## config.mk

```make
export PLATFORM = sky130hd
export DESIGN_NAME = return_stack
export DESIGN_NICKNAME = d
export VERILOG_FILES = /design/src/rtl/cpu_pkg.sv /design/src/rtl/return_stack_regfile.sv /design/src/rtl/return_stack.sv
export SDC_FILE = /design/constraint.sdc
export NUM_CORES = 1
export LEC_CHECK = 0
export CAP_MARGIN = 0
export CORE_ASPECT_RATIO = 0.8
export CORE_MARGIN = 8
export CORE_UTILIZATION = 59
export CTS_CLUSTER_SIZE = 10
export DETAILED_ROUTE_END_ITERATION = 7
export GPL_TIMING_DRIVEN = 0
export PLACE_DENSITY = 0.95
export SLEW_MARGIN = 0
export SYNTH_ARGS = -nofsm -noshare
export SYNTH_HDL_FRONTEND = slang
export SYNTH_SLANG_ARGS = --single-unit
```

## constraint.sdc

```tcl
create_clock -name clk -period 4.75 [get_ports clk]
set_clock_uncertainty 0.1 [all_clocks]
set_input_delay 0.475 -clock clk [delete_from_list [all_inputs] [get_ports clk]]
set_output_delay 0.475 -clock clk [all_outputs]
set_load 0.01 [all_outputs]
```

## src/rtl/cpu_pkg.sv

```systemverilog
// Shared CPU definitions: default address width and the return-stack operation
// decoded from the decoder's {push, pop} strobes.
package cpu_pkg;

  localparam int unsigned ADDR_W_DEFAULT = 8;

  typedef enum logic [1:0] {
    NOP     = 2'b00,
    POP     = 2'b01,
    PUSH    = 2'b10,
    REPLACE = 2'b11
  } stack_op_t;

  function automatic stack_op_t decode_stack_op(input logic push, input logic pop);
    return stack_op_t'({push, pop});
  endfunction

endpackage

```

## src/rtl/return_stack_regfile.sv

```systemverilog
// DEPTH x ADDR_W entry array for the return stack: one synchronous write port,
// one asynchronous read port, asynchronous active-low reset to zero.
module return_stack_regfile #(
  parameter int unsigned ADDR_W = 8,
  parameter int unsigned DEPTH  = 4,
  localparam int unsigned PTR_W = $clog2(DEPTH)
) (
  input  logic              clk,
  input  logic              rst_n,
  input  logic              i_we,
  input  logic [PTR_W-1:0]  i_waddr,
  input  logic [ADDR_W-1:0] i_wdata,
  input  logic [PTR_W-1:0]  i_raddr,
  output logic [ADDR_W-1:0] o_rdata
);

  logic [ADDR_W-1:0] r_mem [DEPTH];

  always_ff @(posedge clk or negedge rst_n) begin
    if (!rst_n) begin
      for (int unsigned i = 0; i < DEPTH; i++) begin
        r_mem[i] <= '0;
      end
    end else if (i_we) begin
      r_mem[i_waddr] <= i_wdata;
    end
  end

  assign o_rdata = r_mem[i_raddr];

endmodule

```

## src/rtl/return_stack.sv

```systemverilog
// Circular LIFO return-address stack with occupancy tracking.
// Optional sticky ovf/udf flags with err_clr are built when RETURN_STACK_ERR_EN is defined.
module return_stack
  import cpu_pkg::*;
#(
  parameter int unsigned ADDR_W = ADDR_W_DEFAULT,
  parameter int unsigned DEPTH  = 4,
  localparam int unsigned PTR_W = $clog2(DEPTH),
  localparam int unsigned CNT_W = $clog2(DEPTH + 1)
) (
  input  logic              clk,
  input  logic              rst_n,
  input  logic              push,
  input  logic              pop,
  input  logic [ADDR_W-1:0] pc_in,
  output logic [ADDR_W-1:0] ret_addr,
  output logic [CNT_W-1:0]  count,
  output logic              empty,
  output logic              full,
  input  logic              err_clr,
  output logic              ovf,
  output logic              udf
);

  logic [PTR_W-1:0]  r_sp;
  logic [CNT_W-1:0]  r_count;
  stack_op_t         w_op;
  logic              w_empty;
  logic              w_full;
  logic [PTR_W-1:0]  w_top_idx;
  logic [PTR_W-1:0]  w_waddr;
  logic [ADDR_W-1:0] w_rdata;

  assign w_op      = decode_stack_op(push, pop);
  assign w_empty   = (r_count == '0);
  assign w_full    = (r_count == CNT_W'(DEPTH));
  assign w_top_idx = r_sp - PTR_W'(1);

  // Replace rewrites the current top; every other push writes the free slot,
  // which on a full stack is the oldest entry.
  assign w_waddr = (w_op == REPLACE && !w_empty) ? w_top_idx : r_sp;

  return_stack_regfile #(
    .ADDR_W (ADDR_W),
    .DEPTH  (DEPTH)
  ) u_regfile (
    .clk     (clk),
    .rst_n   (rst_n),
    .i_we    (push),
    .i_waddr (w_waddr),
    .i_wdata (pc_in),
    .i_raddr (w_top_idx),
    .o_rdata (w_rdata)
  );

  always_ff @(posedge clk or negedge rst_n) begin
    if (!rst_n) begin
      r_sp    <= '0;
      r_count <= '0;
    end else begin
      unique case (w_op)
        PUSH: begin
          r_sp <= r_sp + PTR_W'(1);
          if (!w_full) r_count <= r_count + CNT_W'(1);
        end
        POP: begin
          if (!w_empty) begin
            r_sp    <= r_sp - PTR_W'(1);
            r_count <= r_count - CNT_W'(1);
          end
        end
        REPLACE: begin
          if (w_empty) begin
            r_sp    <= r_sp + PTR_W'(1);
            r_count <= r_count + CNT_W'(1);
          end
        end
        default: ;
      endcase
    end
  end

  assign ret_addr = w_empty ? '0 : w_rdata;
  assign count    = r_count;
  assign empty    = w_empty;
  assign full     = w_full;

`ifdef RETURN_STACK_ERR_EN
  logic r_ovf;
  logic r_udf;
  logic w_ovf_set;
  logic w_udf_set;

  assign w_ovf_set = (w_op == PUSH) && w_full;
  assign w_udf_set = (w_op == POP) && w_empty;

  // A same-cycle set wins over err_clr.
  always_ff @(posedge clk or negedge rst_n) begin
    if (!rst_n) begin
      r_ovf <= 1'b0;
      r_udf <= 1'b0;
    end else begin
      if (w_ovf_set)    r_ovf <= 1'b1;
      else if (err_clr) r_ovf <= 1'b0;
      if (w_udf_set)    r_udf <= 1'b1;
      else if (err_clr) r_udf <= 1'b0;
    end
  end

  assign ovf = r_ovf;
  assign udf = r_udf;
`else
  logic w_unused_err_clr;
  assign w_unused_err_clr = err_clr;
  assign ovf = 1'b0;
  assign udf = 1'b0;
`endif

endmodule

```

After elaboration in Yosys (flattened, before gate mapping):

Index checks and enable logic that the tools add are counted.

* add/sub/neg operators: 4
* magnitude comparators: 3
* equal/unequal tests: 7
* muxes and demuxes: 15
* bitwise logic cells: 2
* reductions and logical operators: 7

Operators with widths (number)
* $bwmux W32: 1
* $mux W8: 4
* $bmux W8 S2: 1
* $demux W8 S2: 1
* $mux W3: 3
* $pmux W3 S3: 1
* $ge A3 B3 Y1 const B: 2
* $mux W2: 3
* $ne A2 B2 Y1 const B: 3
* $not A2 Y3: 2
* $pmux W2 S3: 1
* $eq A2 B2 Y1 const B: 2
* $reduce_and A4 Y1: 1
* $add A3 B1 Y3 const B: 1
* $eq A3 B3 Y1 const B: 1
* $logic_not A3 Y1: 1
* $lt A3 B1 Y1 const B: 1
* $reduce_and A3 Y1: 1
* $reduce_bool A3 Y1: 1
* $sub A3 B1 Y3 const B: 1
* $add A2 B1 Y2 const B: 1
* $eq A2 B1 Y1 const B: 1
* $logic_and A1 B1 Y1: 2
* $sub A2 B1 Y2 const B: 1
* $logic_not A1 Y1: 1

* register bits: 37
* input port bits: 13
* output and inout bits: 15

Longest topological paths before layout:

Gate-level depths: netlist of run 1.

* depth after elaboration: 10
* depth in mapped cells: 7

Modules after synthesis:

From an unflattened synthesis of run 1, not the netlist that was laid out.

* cell total of the unflattened synthesis: 137
* area, all modules: 1899.3 um2

Modules (own cells, without submodules)
* return_stack_regfile: times used 1, cells each 78, area each 1401.3 um2, sequential area each 800.8 um2
* return_stack: times used 1, cells each 59, area each 498.0 um2, sequential area each 125.1 um2

Worst setup path before layout of run 1:

No wires, ideal clock.

* path type: register to output
* start point: register r_count[2], in the netlist count[2]
* end point: output port ret_addr[0]
* arrival time: 1.488 ns
* required time: 4.175 ns
* setup slack: 2.687 ns
* stages on the path, launching flop included: 4
* buffers on the path: 1
* cells stage by stage: dfrtp_1 clkbuf_1 nor3_1 nor2b_1

* word-level cells in the longest chain between the ends: 2

RTL lines
* from (decl): RTL line return_stack.sv:26 `logic [CNT_W-1:0] r_count;`
* from (signal assigned): RTL line return_stack.sv:64 `if (!w_full) r_count <= r_count + CNT_W'(1);`
* from (signal assigned): RTL line return_stack.sv:69 `r_count <= r_count - CNT_W'(1);`
* from (signal assigned): RTL line return_stack.sv:75 `r_count <= r_count + CNT_W'(1);`
* $logic_not A3 Y1: RTL line return_stack.sv:35 `assign w_empty = (r_count == '0);`
* via empty: RTL line return_stack.sv:18 `output logic empty,`
* $mux W8: RTL line return_stack.sv:83 `assign ret_addr = w_empty ? '0 : w_rdata;`
* to (decl): RTL line return_stack.sv:16 `output logic [ADDR_W-1:0] ret_addr,`

The timed path passes the listed nets, and every way through them passes these cells.

Final worst setup path of run 1:

* start point: register r_count[2], in the netlist count[2]
* end point: output port empty

* word-level cells in the longest chain between the ends: 1

RTL lines (RTL line)
* $logic_not A3 Y1: return_stack.sv:35
* to (decl): return_stack.sv:18

No other way between the ends.

==> metrics.txt, run 1 <==
area fraction of the dominant cell type after synthesis=42.3%; vias in the first global route=1800; unrepaired setup endpoints after global routing=no; Synth Register Bits=37; maxcap violations=0; postcts setup bufs=0; Initial Utilization=62.6%; final WL=5.04 mm; die height=70.5 um; via/cell ratio=6.35; DRT iter0 DRCs=202; TritonCTS clock tree=done; P&R area growth vs syn=18.2%; Cell variety after synth=40; n_diodes=0; placed cell area=0.00247 mm2; startpoint types=register; Clk Latency, worst-skew pair=0.29 ns; filler instances=240; Die ar.=0.00593 mm2; total global routing track utilization=18.0%; Slew headroom=9.98%; clk sink count=37; antenna violations before repair=0; Placer Congestion=0.831; Worst setup startpoint=count[2]; met2 Usage GRT=26.9%; worst path bufs/invs=2; worst-margin pin slew=1.34 ns; met1 GRT Util=23.1%; core box area=0.00349 mm2; Post-synth EDFFs=0; critical path data required time=4.18 ns; pwr/cell area=768 mW/mm2; setup violators final=0; IO Count=28; Root Driver=clkbuf_8; Period minus WS final=3.29 ns; Total Neg Setup Slack=0 ns; Fmax=304 MHz; Via Count=1703; residual DRC count=0; critical path type=reg -> out; max-slew violations=0; CTS Buffer Depth=2; final instance area=0.00259 mm2; wire length per cell=18.8 um; PortBufs=23; synthesized area=0.00219 mm2; Mean Syn Cell Area=11.3 um2; total of hold buffers inserted after clock tree synthesis=0; first-pass GRT wire length=8.69 mm; Rows=19; Slowest-stage cell, CP=nor3_1; FFs w/ async S/R, synth=100%; layout cells sized above 1=25.7%; Die W=84.1 um; first-pass detailed-route iteration total=5; status=finished clean; worst-path fanout max=10; register area=926 um2; period utilization=69.3%; YS warnings=0; Setup crit end kind=output port; Leak=1.06 nW; Hold Path Class=in -> async; GRT busiest layer=met2; WP data arrival=2.72 ns; cell family with most CP delay=simple AND/OR/NAND/NOR gates; peak supply drop=0.409 mV; crit-path cells=clkbuf_1 -> nor3_1 -> clkdlybuf4s50_1; clk slew on worst S/H paths=0.07 ns; total CTS buffers=5; PostCTS Resize Cnt=0; Multi-input gate area=0.00115 mm2; estimated wirelength of the detail-placed design=3.40 mm; Mapped Cells=194; htree depth=2; Area contributors post-synth=dfrtp_1, mux2_2, mux4_2, nand3_1, a32o_1; Seq/Total Area, Yosys=42.3%; global route overflow=0; Worst R2R Start=r_sp[1]; M3 GR Usage=5.91%; max incr delay on CP=1.05 ns; Primary FF master, synth=dfrtp_1; Hold Fails Final Rpt=0; Yosys top cell by area=dfrtp_1; pin count of the biggest net entering global routing=38; Final ANT Viol Nets=0; Final Net Count=239
[registers in the layout, indices dropped and copies added, names as in the netlist]
name             flops
r_sp                 2
count                3
u_regfile.r_mem     32
[final timing paths]
kind | to | slack [ns] | cells after the start
max | empty | 1.46 | 3
min | u_regfile.r_mem[29] | 0.17 | 1
max reg2reg | u_regfile.r_mem[13] | 2.52 | 5
min reg2reg | u_regfile.r_mem[12] | 0.41 | 1
max in group asynchronous | u_regfile.r_mem[19] | 3.87 | 1
min in group clk | u_regfile.r_mem[12] | 0.41 | 1
[power by group]
part / switching (mW) / total, mW / internal (mW)
clock: 0.109 / 0.280 / 0.171
sequential: 0.112 / 0.593 / 0.481
combinational: 0.509 / 1.11 / 0.603
[per-layer routing]
layer	vias to the layer above	routed length, um
li1	777	-
met1	842	2230
met2	77	2330
met3	7	400
met4	0	68
met5	-	0
[through the flow]
step,setup WS [ns],power (mW),hold slack [ns],instances,utilization [%]
floorplan,2.69,1.33,0.0794,195,-
global placement,1.79,1.66,0.384,260,70.8
detailed placement,1.75,1.70,0.391,260,70.7
CTS,1.43,1.99,0.196,268,74.0
global route,1.32,2.12,0.241,268,74.0
finish,1.46,1.98,0.171,268,74.0
[cells in the mapped netlist, drive strengths merged, types with 2 or more instances]
cell	number
dfrtp	37
mux2	23
nand3	18
o21ai	16
buf	12
nor2b	11
a211o	8
a32o	8
mux4	8
nor2	8
clkbuf	7
inv	5
nand2	3
nor3	3
a21o	2
a21oi	2
and2	2
mux2i	2
nand2b	2
nor4	2
xnor2	2
xor2	2
[layout make-up]
class,instances,share of cell area (%)
buffer,19,3.92
sequential,37,35.8
clock buffer,7,3.34
multi-input combinational,134,44.3
tap,42,2.03
inverter,5,0.726
clock inverter,1,1.16
timing repair buffer,23,8.71
[placed cells by master, fill, tap and decap left out, types with 2 or more instances in the layout]
| cell type | count |
|---|---|
| clkdlybuf4s50_1 | 22 |
| nand2_1 | 3 |
| nor2b_1 | 10 |
| dfrtp_1 | 37 |
| mux2i_1 | 2 |
| mux2_2 | 23 |
| inv_1 | 5 |
| conb_1 | 2 |
| a32o_1 | 8 |
| o21ai_0 | 15 |
| a21o_1 | 2 |
| clkbuf_8 | 6 |
| nor3_1 | 3 |
| xor2_1 | 2 |
| buf_1 | 2 |
| mux4_2 | 8 |
| clkbuf_1 | 8 |
| nand3_1 | 18 |
| nor2_1 | 7 |
| a21oi_1 | 2 |
| nand2b_1 | 2 |
| nor4_1 | 2 |
| buf_2 | 7 |
| buf_6 | 2 |
| and2_1 | 2 |
| a211o_1 | 8 |
| buf_4 | 2 |
[logic make-up (layout without fill, tap and decap cells)]
family / after synthesis / count (layout) / share of synthesized area [%]
AND/OR/NAND/NOR: 52 / 52 / 13.3
AO/OA/AOI/OAI: 42 / 42 / 14.9
flip-flops: 37 / 37 / 42.3
multiplexers: 33 / 33 / 21.0
buffers and inverters: 24 / 55 / 5.49
XOR/XNOR: 4 / 4 / 1.94
adder cells (fa/ha/maj): 1 / 1 / 0.915
other: 1 / 2 / 0.171
Power figures use the tool's default switching activity.
==> run 2: changes to the inputs <==
--- a/config.mk
+++ b/config.mk
@@ -8,11 +8,11 @@
 export CAP_MARGIN = 0
 export CORE_ASPECT_RATIO = 0.8
 export CORE_MARGIN = 8
-export CORE_UTILIZATION = 59
+export CORE_UTILIZATION = 50
 export CTS_CLUSTER_SIZE = 10
 export DETAILED_ROUTE_END_ITERATION = 7
 export GPL_TIMING_DRIVEN = 0
-export PLACE_DENSITY = 0.95
+export PLACE_DENSITY = 0.87
 export SLEW_MARGIN = 0
 export SYNTH_ARGS = -nofsm -noshare
 export SYNTH_HDL_FRONTEND = slang
==> constraint.sdc (replaced) <==
create_clock -name clk -period 2.8 [get_ports clk]
set_clock_uncertainty 0.1 [all_clocks]
set_input_delay 0.28 -clock clk [delete_from_list [all_inputs] [get_ports clk]]
set_output_delay 0.28 -clock clk [all_outputs]
set_load 0.01 [all_outputs]
==> metrics.txt, run 2 (same netlist as run 1, synthesis figures left out) <==
FF-to-FF setup slack=0.64 ns (-1.88 ns); worst-margin pin slew=0.816 ns (-0.524 ns); crit-path cells=buf_2 -> buf_4 -> mux4_2 -> nor2b_1 -> clkdlybuf4s50_1; final instance area=0.00262 mm2 (+1.1%); Die W=90.0 um (+7.0%); pin count of the biggest net entering global routing=38 (unchanged); CTS Buffer Depth=2 (unchanged); period utilization=96.0%; setup violators final=0 (unchanged); Leak=1.07 nW (+0.65%); final WL=5.05 mm (+0.36%); Worst R2R Start=count[1]; Setup crit end kind=output port; unrepaired setup endpoints after global routing=no; Die ar.=0.00676 mm2 (+14%); antenna violations before repair=0 (unchanged); Hold Path Sink=count[1]; most common cell after layout, fill and taps aside=dfrtp_1; commonest non-fill, non-tap cells in the layout=dfrtp_1, mux2_2, clkdlybuf4s50_1; Via Count=1737 (+2.0%); total CTS buffers=5 (unchanged); wire length per cell=17.8 um (-5.3%); critical path type=reg -> out; worst-path fanout max=10 (unchanged); htree depth=2 (unchanged); cell family with most CP delay=buffers and inverters; Slew headroom=45.6% (+36 points); first-pass detailed-route iteration total=4 (-1); total global routing track utilization=15.7% (-2.2 points); first-pass GRT wire length=8.36 mm (-3.7%); worst path bufs/invs=3 (+1); Final ANT Viol Nets=0 (unchanged); layout cells sized above 1=26.9% (+1.2 points); final total power=3.32 mW (+67%); TritonCTS clock tree=done; Period minus WS final=2.69 ns; residual DRC count=0 (unchanged); Hold Path Class=in -> reg; WP data arrival=2.31 ns (-0.41 ns); P&R area growth vs syn=19.5%; Rows=21 (+2); worst hold stages=2; status=finished clean; Hold Fails Final Rpt=0 (unchanged); DRT iter0 DRCs=247 (+22%); critical path data required time=2.42 ns (-1.76 ns); Root Driver=clkbuf_8; placed cell area=0.00249 mm2 (+0.76%); Worst Hold Launch=pop; pre-CTS WS=-0.0189 ns (-1.77 ns); Worst R2R End=u_regfile.r_mem[6]; filler instances=349 (+45%); Fmax=372 MHz; n_diodes=0 (unchanged); max reg flops=32 (unchanged); die height=75.2 um (+6.7%); worst r2r path cells=4 (-1); Initial Utilization=52.1% (-11 points); Final Net Count=240 (+0.42%); startpoint types=register; vias in the first global route=1662 (-7.7%); estimated wirelength of the detail-placed design=3.41 mm (+0.27%); maxcap violations=0 (unchanged); Reg with most FFs=u_regfile.r_mem; postcts setup bufs=0 (unchanged); Worst setup startpoint=r_sp[0]; peak supply drop=0.518 mV (+27%); non-filler cells, final=284 (+6.0%); Placer Congestion=0.838 (+0.82%); placed insts=275 (+5.8%); PortBufs=23 (unchanged); Clk Latency, worst-skew pair=0.30 ns (about the same); clk sink count=37 (unchanged); Fin Hold WS=0.254 ns (+0.0823 ns); global route overflow=0 (unchanged); Slowest-stage cell, CP=mux4_2; max-slew violations=0 (unchanged); via/cell ratio=6.12 (-3.7%); max incr delay on CP=0.51 ns (-0.54 ns); IO Count=28 (unchanged); pwr/cell area=1270 mW/mm2 (+65%); final worst slack=0.113 ns (-1.34 ns); clk slew on worst S/H paths=0.08 ns (about the same); core box area=0.00420 mm2 (+20%)
run 2: cell types whose count changed in the layout (fill, tap and decap cells not counted):
cell,delta
buf_4,+1
nor3_4,+1
buf_2,-1
clkbuf_8,+1
clkbuf_2,+1
clkinv_2,+1
clkbuf_1,-2
bufinv_16,-1
dlygate4sd3_1,+1
nor3_1,-1
run 2: worst max-delay path by stage:
stage	slack, ns	endpoint	cells past startpoint
floorplan	0.92	u_regfile.r_mem[24]	6
global placement	0.003	empty	3
detailed placement	-0.02	empty	3
CTS	0.07	ret_addr[3]	5
global route	0.01	ret_addr[6]	5
finish	0.11	ret_addr[3]	5
run 2: through the flow:
stage | setup TNS (ns) | util, %
6_report | 0 | 62.2
5_1_grt | 0 | 62.2
4_1_cts | 0 | 62.1
3_5_place_dp | -0.0189 | 59.2
3_3_place_gp | 0 | 59.3
2_1_floorplan | 0 | -
run 2: per-layer routing:
layer	routed length (um)	vias to the layer above	GRT usage (%)
met4	68	0	6.43
met2	2340	90	24.4
met3	375	7	5.58
met5	0	-	0
met1	2270	859	19.8
li1	-	781	-
run 2: worst reg2reg max path, cell delays in order, from the launching register on:
cell     delay, ns
dfrtp_1       0.51
o31ai_4       0.50
nor3_1        0.11
o21ai_2       0.42
mux2_2        0.40
run 2: layout make-up:
type                       instances  area (um2)  area share [%]
clock buffer                       7        96.3            3.68
multi-input combinational        134        1160            44.3
timing repair buffer              24         235            9.00
buffer                            19         105            4.02
inverter                           5        18.8           0.718
sequential                        37         926            35.4
tap                               57        71.3            2.73
clock inverter                     1        5.00           0.191
run 2: where the power goes:
group	internal, mW	switching [mW]
clock	0.222	0.188
sequential	0.816	0.198
combinational	1.03	0.863
total	2.07	1.25
run 2: timing repair:
item,in CTS,in global routing
resized for setup,3,1
hold buffers,1,0
endpoints found under the setup margin,9,3
endpoints found under the hold margin,14,0
